File: config.mk
export PLATFORM = sky130hd
export DESIGN_NAME = pc_redirect_ctrl_flat
export DESIGN_NICKNAME = d
export VERILOG_FILES = /design/src/rtl/riscv_pipe_pkg.sv /design/src/rtl/pc_redirect_ctrl_if.sv /design/src/rtl/pc_redirect_ctrl_flush_timer.sv /design/src/rtl/pc_redirect_ctrl.sv /design/src/flat_wrapper.sv
export SDC_FILE = /design/constraint.sdc
export NUM_CORES = 1
export LEC_CHECK = 0
export BUFFER_PORTS_ARGS = -buffer_cell sky130_fd_sc_hd__buf_2
export CAP_MARGIN = 20
export CORE_UTILIZATION = 44
export CTS_CLUSTER_SIZE = 8
export DETAILED_ROUTE_END_ITERATION = 8
export PLACE_DENSITY = 0.84
export SYNTH_ARGS = -nofsm -noshare
export SYNTH_HDL_FRONTEND = slang
export SYNTH_SLANG_ARGS = --single-unit
export TNS_END_PERCENT = 1
File: constraint.sdc
create_clock -name clk -period 2.15 [get_ports clk]
set_clock_uncertainty 0.05 [all_clocks]
set_input_delay 0.5375 -clock clk [delete_from_list [all_inputs] [get_ports clk]]
set_output_delay 0.5375 -clock clk [all_outputs]
set_load 0.01 [all_outputs]
File: src/rtl/riscv_pipe_pkg.sv
// Shared pipeline types and constants for the PC redirect controller.
// Holds the XLEN, reset PC default, flush-counter width and FSM state type.
package riscv_pipe_pkg;

    localparam int XLEN = 32;

    localparam logic [XLEN-1:0] DEFAULT_RESET_PC = 32'h0000_0000;

    localparam int FLUSH_CNT_W = 4;

    typedef enum logic [1:0] {
        S_BOOT,
        S_RUN,
        S_FLUSH
    } pc_state_e;

endpackage

File: src/rtl/pc_redirect_ctrl_if.sv
// Fetch-steering bundle between the PC redirect controller and the pipeline.
// master = the controller, slave = hazard unit / imem / EX / pipeline regs.
interface pc_redirect_ctrl_if;
    import riscv_pipe_pkg::*;

    logic            stall;
    logic            imem_ready;
    logic            branch_taken;
    logic [XLEN-1:0] branch_target;
    logic [XLEN-1:0] pc;
    logic            pc_valid;
    logic            flush_if_id;
    logic            flush_id_ex;
    logic            redirect_busy;
    logic [31:0]     redirect_count;
    logic [31:0]     flush_cycle_count;

    modport master (
        input  stall,
        input  imem_ready,
        input  branch_taken,
        input  branch_target,
        output pc,
        output pc_valid,
        output flush_if_id,
        output flush_id_ex,
        output redirect_busy,
        output redirect_count,
        output flush_cycle_count
    );

    modport slave (
        output stall,
        output imem_ready,
        output branch_taken,
        output branch_target,
        input  pc,
        input  pc_valid,
        input  flush_if_id,
        input  flush_id_ex,
        input  redirect_busy,
        input  redirect_count,
        input  flush_cycle_count
    );

endinterface

File: src/rtl/pc_redirect_ctrl_flush_timer.sv
// Loadable down-counter with a terminal (zero) flag.
// Times how long the controller stays in its flush state.
module flush_timer
    import riscv_pipe_pkg::*;
#(
    parameter int W = FLUSH_CNT_W
) (
    input  logic         clk,
    input  logic         reset,
    input  logic         i_load,
    input  logic [W-1:0] i_load_val,
    input  logic         i_dec,
    output logic         o_zero
);

    logic [W-1:0] r_count;

    // Load has priority; decrement saturates at zero.
    always_ff @(posedge clk) begin
        if (reset) begin
            r_count <= '0;
        end else if (i_load) begin
            r_count <= i_load_val;
        end else if (i_dec && (r_count != '0)) begin
            r_count <= r_count - 1'b1;
        end
    end

    assign o_zero = (r_count == '0);

endmodule

File: src/rtl/pc_redirect_ctrl.sv
// Architectural PC owner: advance, stall-hold, branch redirect and flushes.
// Optional perf counters enabled by macro PC_REDIRECT_PERF_CNT_EN.
module pc_redirect_ctrl
    import riscv_pipe_pkg::*;
#(
    parameter logic [XLEN-1:0] RESET_PC     = DEFAULT_RESET_PC,
    parameter int              PC_STEP      = 1,
    parameter int              FLUSH_CYCLES = 2
) (
    input  logic                 clk,
    input  logic                 reset,
    pc_redirect_ctrl_if.master   bus
);

    localparam logic [XLEN-1:0] STEP = XLEN'(PC_STEP);
    localparam logic [FLUSH_CNT_W-1:0] FLUSH_LOAD =
        FLUSH_CNT_W'(FLUSH_CYCLES - 1);

    pc_state_e         r_state;
    logic [XLEN-1:0]   r_pc;
    logic              r_pc_valid;
    logic              r_flush_if_id;
    logic              r_flush_id_ex;
    logic              r_busy;

    pc_state_e         w_next_state;
    logic [XLEN-1:0]   w_next_pc;
    logic              w_next_fif;
    logic              w_next_fex;
    logic              w_load;
    logic              w_dec;
    logic              w_zero;
    logic              w_redirect;

    flush_timer #(
        .W (FLUSH_CNT_W)
    ) u_flush_timer (
        .clk        (clk),
        .reset      (reset),
        .i_load     (w_load),
        .i_load_val (FLUSH_LOAD),
        .i_dec      (w_dec),
        .o_zero     (w_zero)
    );

    // Next-state and next-output decode for the BOOT/RUN/FLUSH machine.
    always_comb begin
        w_next_state = r_state;
        w_next_pc    = r_pc;
        w_next_fif   = 1'b0;
        w_next_fex   = 1'b0;
        w_load       = 1'b0;
        w_dec        = 1'b0;
        w_redirect   = 1'b0;
        unique case (r_state)
            S_BOOT: begin
                w_next_state = S_RUN;
            end
            S_RUN: begin
                if (bus.branch_taken) begin
                    w_next_state = S_FLUSH;
                    w_next_pc    = bus.branch_target;
                    w_next_fif   = 1'b1;
                    w_next_fex   = 1'b1;
                    w_load       = 1'b1;
                    w_redirect   = 1'b1;
                end else if (bus.stall || !bus.imem_ready) begin
                    w_next_pc = r_pc;
                end else begin
                    w_next_pc = r_pc + STEP;
                end
            end
            S_FLUSH: begin
                if (bus.imem_ready) begin
                    w_next_pc = r_pc + STEP;
                end
                if (w_zero) begin
                    w_next_state = S_RUN;
                end else begin
                    w_dec      = 1'b1;
                    w_next_fif = 1'b1;
                end
            end
            default: begin
                w_next_state = S_BOOT;
            end
        endcase
    end

    // State and registered outputs.
    always_ff @(posedge clk) begin
        if (reset) begin
            r_state       <= S_BOOT;
            r_pc          <= RESET_PC;
            r_pc_valid    <= 1'b0;
            r_flush_if_id <= 1'b0;
            r_flush_id_ex <= 1'b0;
            r_busy        <= 1'b0;
        end else begin
            r_state       <= w_next_state;
            r_pc          <= w_next_pc;
            r_pc_valid    <= 1'b1;
            r_flush_if_id <= w_next_fif;
            r_flush_id_ex <= w_next_fex;
            r_busy        <= (w_next_state == S_FLUSH);
        end
    end

    assign bus.pc            = r_pc;
    assign bus.pc_valid      = r_pc_valid;
    assign bus.flush_if_id   = r_flush_if_id;
    assign bus.flush_id_ex   = r_flush_id_ex;
    assign bus.redirect_busy = r_busy;

`ifdef PC_REDIRECT_PERF_CNT_EN
    logic [31:0] r_redirect_count;
    logic [31:0] r_flush_cycle_count;

    // Count accepted redirects and cycles spent with IF/ID squashed.
    always_ff @(posedge clk) begin
        if (reset) begin
            r_redirect_count    <= '0;
            r_flush_cycle_count <= '0;
        end else begin
            if (w_redirect) begin
                r_redirect_count <= r_redirect_count + 32'd1;
            end
            if (r_flush_if_id) begin
                r_flush_cycle_count <= r_flush_cycle_count + 32'd1;
            end
        end
    end

    assign bus.redirect_count    = r_redirect_count;
    assign bus.flush_cycle_count = r_flush_cycle_count;
`else
    logic w_unused_redirect;

    assign w_unused_redirect     = w_redirect;
    assign bus.redirect_count    = 32'd0;
    assign bus.flush_cycle_count = 32'd0;
`endif

endmodule
File: src/flat_wrapper.sv
// flat-port wrapper written by rule: the top's interface ports become plain ports
module pc_redirect_ctrl_flat import riscv_pipe_pkg::*;
#(
    parameter logic [XLEN-1:0] RESET_PC     = DEFAULT_RESET_PC,
    parameter int              PC_STEP      = 1,
    parameter int              FLUSH_CYCLES = 2
)
  (clk, reset, bus_stall, bus_imem_ready, bus_branch_taken, bus_branch_target, bus_pc, bus_pc_valid, bus_flush_if_id, bus_flush_id_ex, bus_redirect_busy, bus_redirect_count, bus_flush_cycle_count);
  pc_redirect_ctrl_if bus_i ();
  input  logic clk;
  input  logic reset;
  input wire logic [$bits(bus_i.stall)-1:0] bus_stall;
  input wire logic [$bits(bus_i.imem_ready)-1:0] bus_imem_ready;
  input wire logic [$bits(bus_i.branch_taken)-1:0] bus_branch_taken;
  input wire logic [$bits(bus_i.branch_target)-1:0] bus_branch_target;
  output wire logic [$bits(bus_i.pc)-1:0] bus_pc;
  output wire logic [$bits(bus_i.pc_valid)-1:0] bus_pc_valid;
  output wire logic [$bits(bus_i.flush_if_id)-1:0] bus_flush_if_id;
  output wire logic [$bits(bus_i.flush_id_ex)-1:0] bus_flush_id_ex;
  output wire logic [$bits(bus_i.redirect_busy)-1:0] bus_redirect_busy;
  output wire logic [$bits(bus_i.redirect_count)-1:0] bus_redirect_count;
  output wire logic [$bits(bus_i.flush_cycle_count)-1:0] bus_flush_cycle_count;
  assign bus_i.stall = bus_stall;
  assign bus_i.imem_ready = bus_imem_ready;
  assign bus_i.branch_taken = bus_branch_taken;
  assign bus_i.branch_target = bus_branch_target;
  assign bus_pc = bus_i.pc;
  assign bus_pc_valid = bus_i.pc_valid;
  assign bus_flush_if_id = bus_i.flush_if_id;
  assign bus_flush_id_ex = bus_i.flush_id_ex;
  assign bus_redirect_busy = bus_i.redirect_busy;
  assign bus_redirect_count = bus_i.redirect_count;
  assign bus_flush_cycle_count = bus_i.flush_cycle_count;
  pc_redirect_ctrl #(.RESET_PC(RESET_PC), .PC_STEP(PC_STEP), .FLUSH_CYCLES(FLUSH_CYCLES)) u_core (.clk(clk), .reset(reset), .bus(bus_i));
endmodule
Word-level counts from Yosys, hierarchy flattened
Index checks and enable logic that the tools add are counted.
Word-level totals
  flip-flop bits (word level): 42
  output and inout bits: 100
  word-level logic and storage cells: 40
  bits of input ports: 37
Operators by class
  reductions and logical operators: 10
  add/sub/neg operators: 2
  eq/ne operators: 5
  mux-type cells: 15
Operator list (count)
  two-way mux 32 bit: 3
  one-hot mux 32 bit (2 select lines): 1
  adder 32 x 1 -> 32 bit, second input constant: 1
  two-way mux 1 bit: 7
  one-hot mux 2 bit (3 select lines): 1
  equality test 2 bit, second input constant: 2
  zero test 4 bit: 1
  two-way mux 2 bit: 2
  nonzero test 2 bit: 2
  nonzero test 4 bit: 1
  subtractor 4 x 1 -> 4 bit, second input constant: 1
  inequality test 3 bit, second input constant: 1
  AND reduction 3 bit: 1
  equality test 2 x 1 -> 1 bit, second input constant: 1
  zero test 2 bit: 1
  inequality test 2 bit, second input constant: 1
  one-hot mux 1 bit (2 select lines): 1
  OR reduction 2 bit: 1
  logical AND 1 bit: 1
  zero test 1 bit: 1
  logical OR 1 bit: 1

Logic depth before layout (Yosys ltp)
  depth in word-level cells: 6
  mapped depth: 11
  mapped depth without buffers: 7

Cells and area by module
A second synthesis with hierarchy kept.
Second synthesis, totals
  cell total of the unflattened synthesis: 415
  area total of the unflattened synthesis: 3143.0 um2
Modules (own cells, without submodules)
  pc_redirect_ctrl: area an instance 2880.3 um2, seq. area each 760.7 um2, cells an instance 386, times used 1
  flush_timer: area an instance 262.8 um2, seq. area each 80.1 um2, cells an instance 29, times used 1

Least setup slack after synthesis
No wires, ideal clock.
  path type: register -> register
  from: register u_core.r_pc[0] (netlist: u_core.bus.pc[0])
  to: register u_core.r_pc[20] (netlist: u_core.bus.pc[20])
  arrival: 1.902 ns
  path buffers: 0
  clock period less this slack: 2.040 ns
  slack: 0.110 ns
  cell stages (with the launch flop): 7
  library setup time: 0.088 ns
  required time: 2.012 ns
  cells stage by stage: dfxtp_1 -> ha_1 -> nand3_1 -> nor4_4 -> nand2_2 -> o41a_1 -> o32ai_2
Between the ends
  longest elaborated chain between the ends: 4
  elaborated cells between the ends (all ways): 5
  those cells by class: 1 x add/sub; 4 x mux
RTL lines
  start, declared: line pc_redirect_ctrl.sv:20  | logic [XLEN-1:0] r_pc;
  start signal, assigned: line pc_redirect_ctrl.sv:101  | r_pc <= w_next_pc;
  adder 32 x 1 -> 32 bit *: line pc_redirect_ctrl.sv:70, pc_redirect_ctrl.sv:75
  two-way mux 32 bit: line pc_redirect_ctrl.sv:67  | end else if (bus.stall || !bus.imem_ready) begin
  two-way mux 32 bit: line pc_redirect_ctrl.sv:60  | if (bus.branch_taken) begin
  one-hot mux 32 bit (2 select lines) *: line pc_redirect_ctrl.sv:55  | unique case (r_state)
Every way passes the cells marked *; elsewhere a longest branch is shown, timed or not. The select of a mux whose other input is x is not followed.
A chain may end at the register's enable or synchronous reset.

Final worst setup path
  from: register u_core.r_pc[6] (netlist: u_core.bus.pc[6])
  to: register u_core.r_pc[15] (netlist: u_core.bus.pc[15])
Same word-level chain as after synthesis.

==> results.json <==
{
  "status": "completed",
  "netlist_area_sq_um": 3190,
  "clkSinkCount": 42,
  "maxSlewViolCount": 0,
  "yosysMostFrequentCell": "buf_4",
  "antenna_found_initial": 0,
  "layout.nets": 540,
  "instances_no_fill": 594,
  "grt_max_degree": 24,
  "cts-root-buf": "clkbuf_8",
  "ios": 137,
  "nFillCells": 660,
  "cts_made_buffers": 5,
  "clock.fmax_mhz": 498,
  "end_kind": "register",
  "drc": 0,
  "clk_pin_slew_ps": 90,
  "firstDrtPassIters": 5,
  "synth_cell_type_count": 70,
  "seq_area_sq_um": 843,
  "synthArstFlopShare_pct": 0,
  "synthAdderAreaFrac_pct": 2.36,
  "yosysTopAreaCell": "dfxtp_1",
  "vias_per_cell": 5.60,
  "p_leak_uw": 0.00162,
  "hold_viol": 0,
  "cp.required_ps": 2310,
  "critical_path.startpoint_type": "register",
  "start_util_pct": 46.1,
  "multi_input_area_sq_um": 1980,
  "die_height_um": 87.1,
  "vias": 3329,
  "drt_wl_total_mm": 8.79,
  "rows": 30,
  "core_sq_um": 6910,
  "grt.total_usage_pct": 23.2,
  "drv_cap": 0,
  "rsz0062_at_grt": "true",
  "synth_common_cells": "65 x buf_4, 45 x nand2_1, 42 x dfxtp_1",
  "die_w_um": 87.1,
  "grt_pass1_vias": 2979,
  "grt_overflow": 0,
  "worstPathArrival_ps": 2170,
  "vdd_ir_drop_max_v": 0.000267,
  "ys_seq_area_share_pct": 26.4,
  "holdWs_ps": 449,
  "gp_congestion": 0.954,
  "synth_area_leaders": "dfxtp_1 26%, buf_4 15%, nand2_1 5.3%, a21oi_1 3.6%, nor2_1 3.4%",
  "avgSynthCellArea_sq_um": 7.66,
  "synthToLayoutAreaGrowth_pct": 15.1,
  "clockBufferDepth": 2,
  "cts_tree": "done",
  "grt-busiest-layer": "met2",
  "fin_crit_sh_pct": 93.4,
  "diodes": 0,
  "post-route-util_pct": 53.1,
  "use_met2_pct": 36.9,
  "postSynthCellCount": 416,
  "grt_pass1_wl_mm": 13.9,
  "yosys-mux-area-fraction_pct": 2.28,
  "numPortBuffers": 72,
  "drtIter0Drc": 273,
  "hold_class": "primary input to register",
  "synth-simple-area-share_pct": 27.3,
  "avgRoutedWirePerCell_um": 14.8,
  "met1_usage_pct": 29.5,
  "synth.top_cell.area_share_pct": 26.4,
  "die_area_sq_um": 7590,
  "clk_latency_ps": 300,
  "synth_top_family_by_area": "simple AND/OR/NAND/NOR gates",
  "hold_buffers": 0,
  "htree_levels": 2,
  "grt_util_met3_pct": 6.16,
  "synth_seq_cells": 42,
  "path_max_fanout": 9,
  "drive_gt1_share_pct": 25.5,
  "fin_crit_ps": 2010,
  "critPathKind": "register to register",
  "ant_nets": 0,
  "dpl.hpwl_mm": 6.55,
  "synth_edf_count": 0,
  "ys_warn_count": 0,
  "power_per_cell_area_nw_per_um2": 564,
  "synth_compound_area_share_pct": 21.3,
  "setup_viol": 0,
  "numPlacedInstances": 584,
  "ys.flop_type": "dfxtp_1",
  "synthXorXnorAreaFrac_pct": 0.550
}
[per-stage QoR]
stage          worst slack (ps)  setup TNS, ps  total power (uW)  instance area (sq um)
6_report                    143              0              2070                   3670
5_1_grt                   -19.0          -19.0              2180                   3670
4_1_cts                    55.3              0              2060                   3640
3_5_place_dp                112              0              1430                   3530
3_3_place_gp                104              0              1420                   3530
2_1_floorplan               110              0              1320                   3420
[cell usage in the layout, fill, tap and decap left out, types with 5 or more instances in the layout]
cell type   n
nor4_1      7
buf_2      72
and3_1     12
o21ai_0    17
ha_1        5
nor2_1     29
a31oi_1    10
conb_1     64
o31ai_1     6
buf_4      25
nand2_1    45
a22oi_1     7
nor3_1      6
a21oi_1    23
and2_1      5
inv_1       6
dfxtp_1    40
clkbuf_8    5
mux2i_1     5
nand4_1     9
nand3_1    18
[layer usage]
metal  vias up  part of all wire [%]
li1       1545                     -
met1      1511                    40
met2       238                    46
met3        35                    11
met4         0                   3.4
met5         -                     0
[path summary, 6_finish.rpt]
path	startpoint	endpoint	slack (ps)	cells past startpoint
setup reg to reg	u_core.bus.pc[6]	u_core.bus.pc[15]	140	4
setup / recovery	u_core.bus.pc[6]	u_core.bus.pc[15]	140	4
hold reg to reg	u_core.u_flush_timer.r_count[1]	u_core.u_flush_timer.r_count[1]	490	2
hold / removal	bus_branch_target[1]	u_core.bus.pc[1]	450	3
[where the power goes]
part,internal (uW),switching [uW]
Clock,347,291
Combinational,210,317
Sequential,832,73.4
[logic make-up after synthesis]
family | after synthesis
xor+xnor | 2
mux | 7
other cells | 1
buf+inv | 95
simple gates | 163
compound gates | 100
flops | 42
fa+ha+maj | 6
[sequential cells by signal (all words and copies together) (netlist names)]
signal / flops
u_core.bus.pc: 32
u_core.u_flush_timer.r_count: 4
u_core.r_state: 2
u_core.bus.flush_id_ex: 1
u_core.bus.flush_if_id: 1
u_core.bus.pc_valid: 1
u_core.bus.redirect_busy: 1
[layout make-up]
| class | count | share of cell area (%) |
|---|---|---|
| sequential | 42 | 23.0 |
| multi-input combinational | 342 | 54.0 |
| clock buffer | 6 | 1.98 |
| tap | 96 | 3.27 |
| clock inverter | 2 | 1.02 |
| inverter | 7 | 0.716 |
| timing repair buffer | 99 | 16.0 |
[critical path, stage by stage (launching register included)]
cell	delay, ps
dfxtp_1	470
nand3_1	270
or3_1	480
o41a_1	380
o31ai_1	250
[timing repair]
item / in CTS / in global routing
setup buffers: 0 / 2
resized for setup: 0 / 8
endpoints found under the setup margin: 0 / 12
No activity file was read; power rests on OpenSTA's default activity.
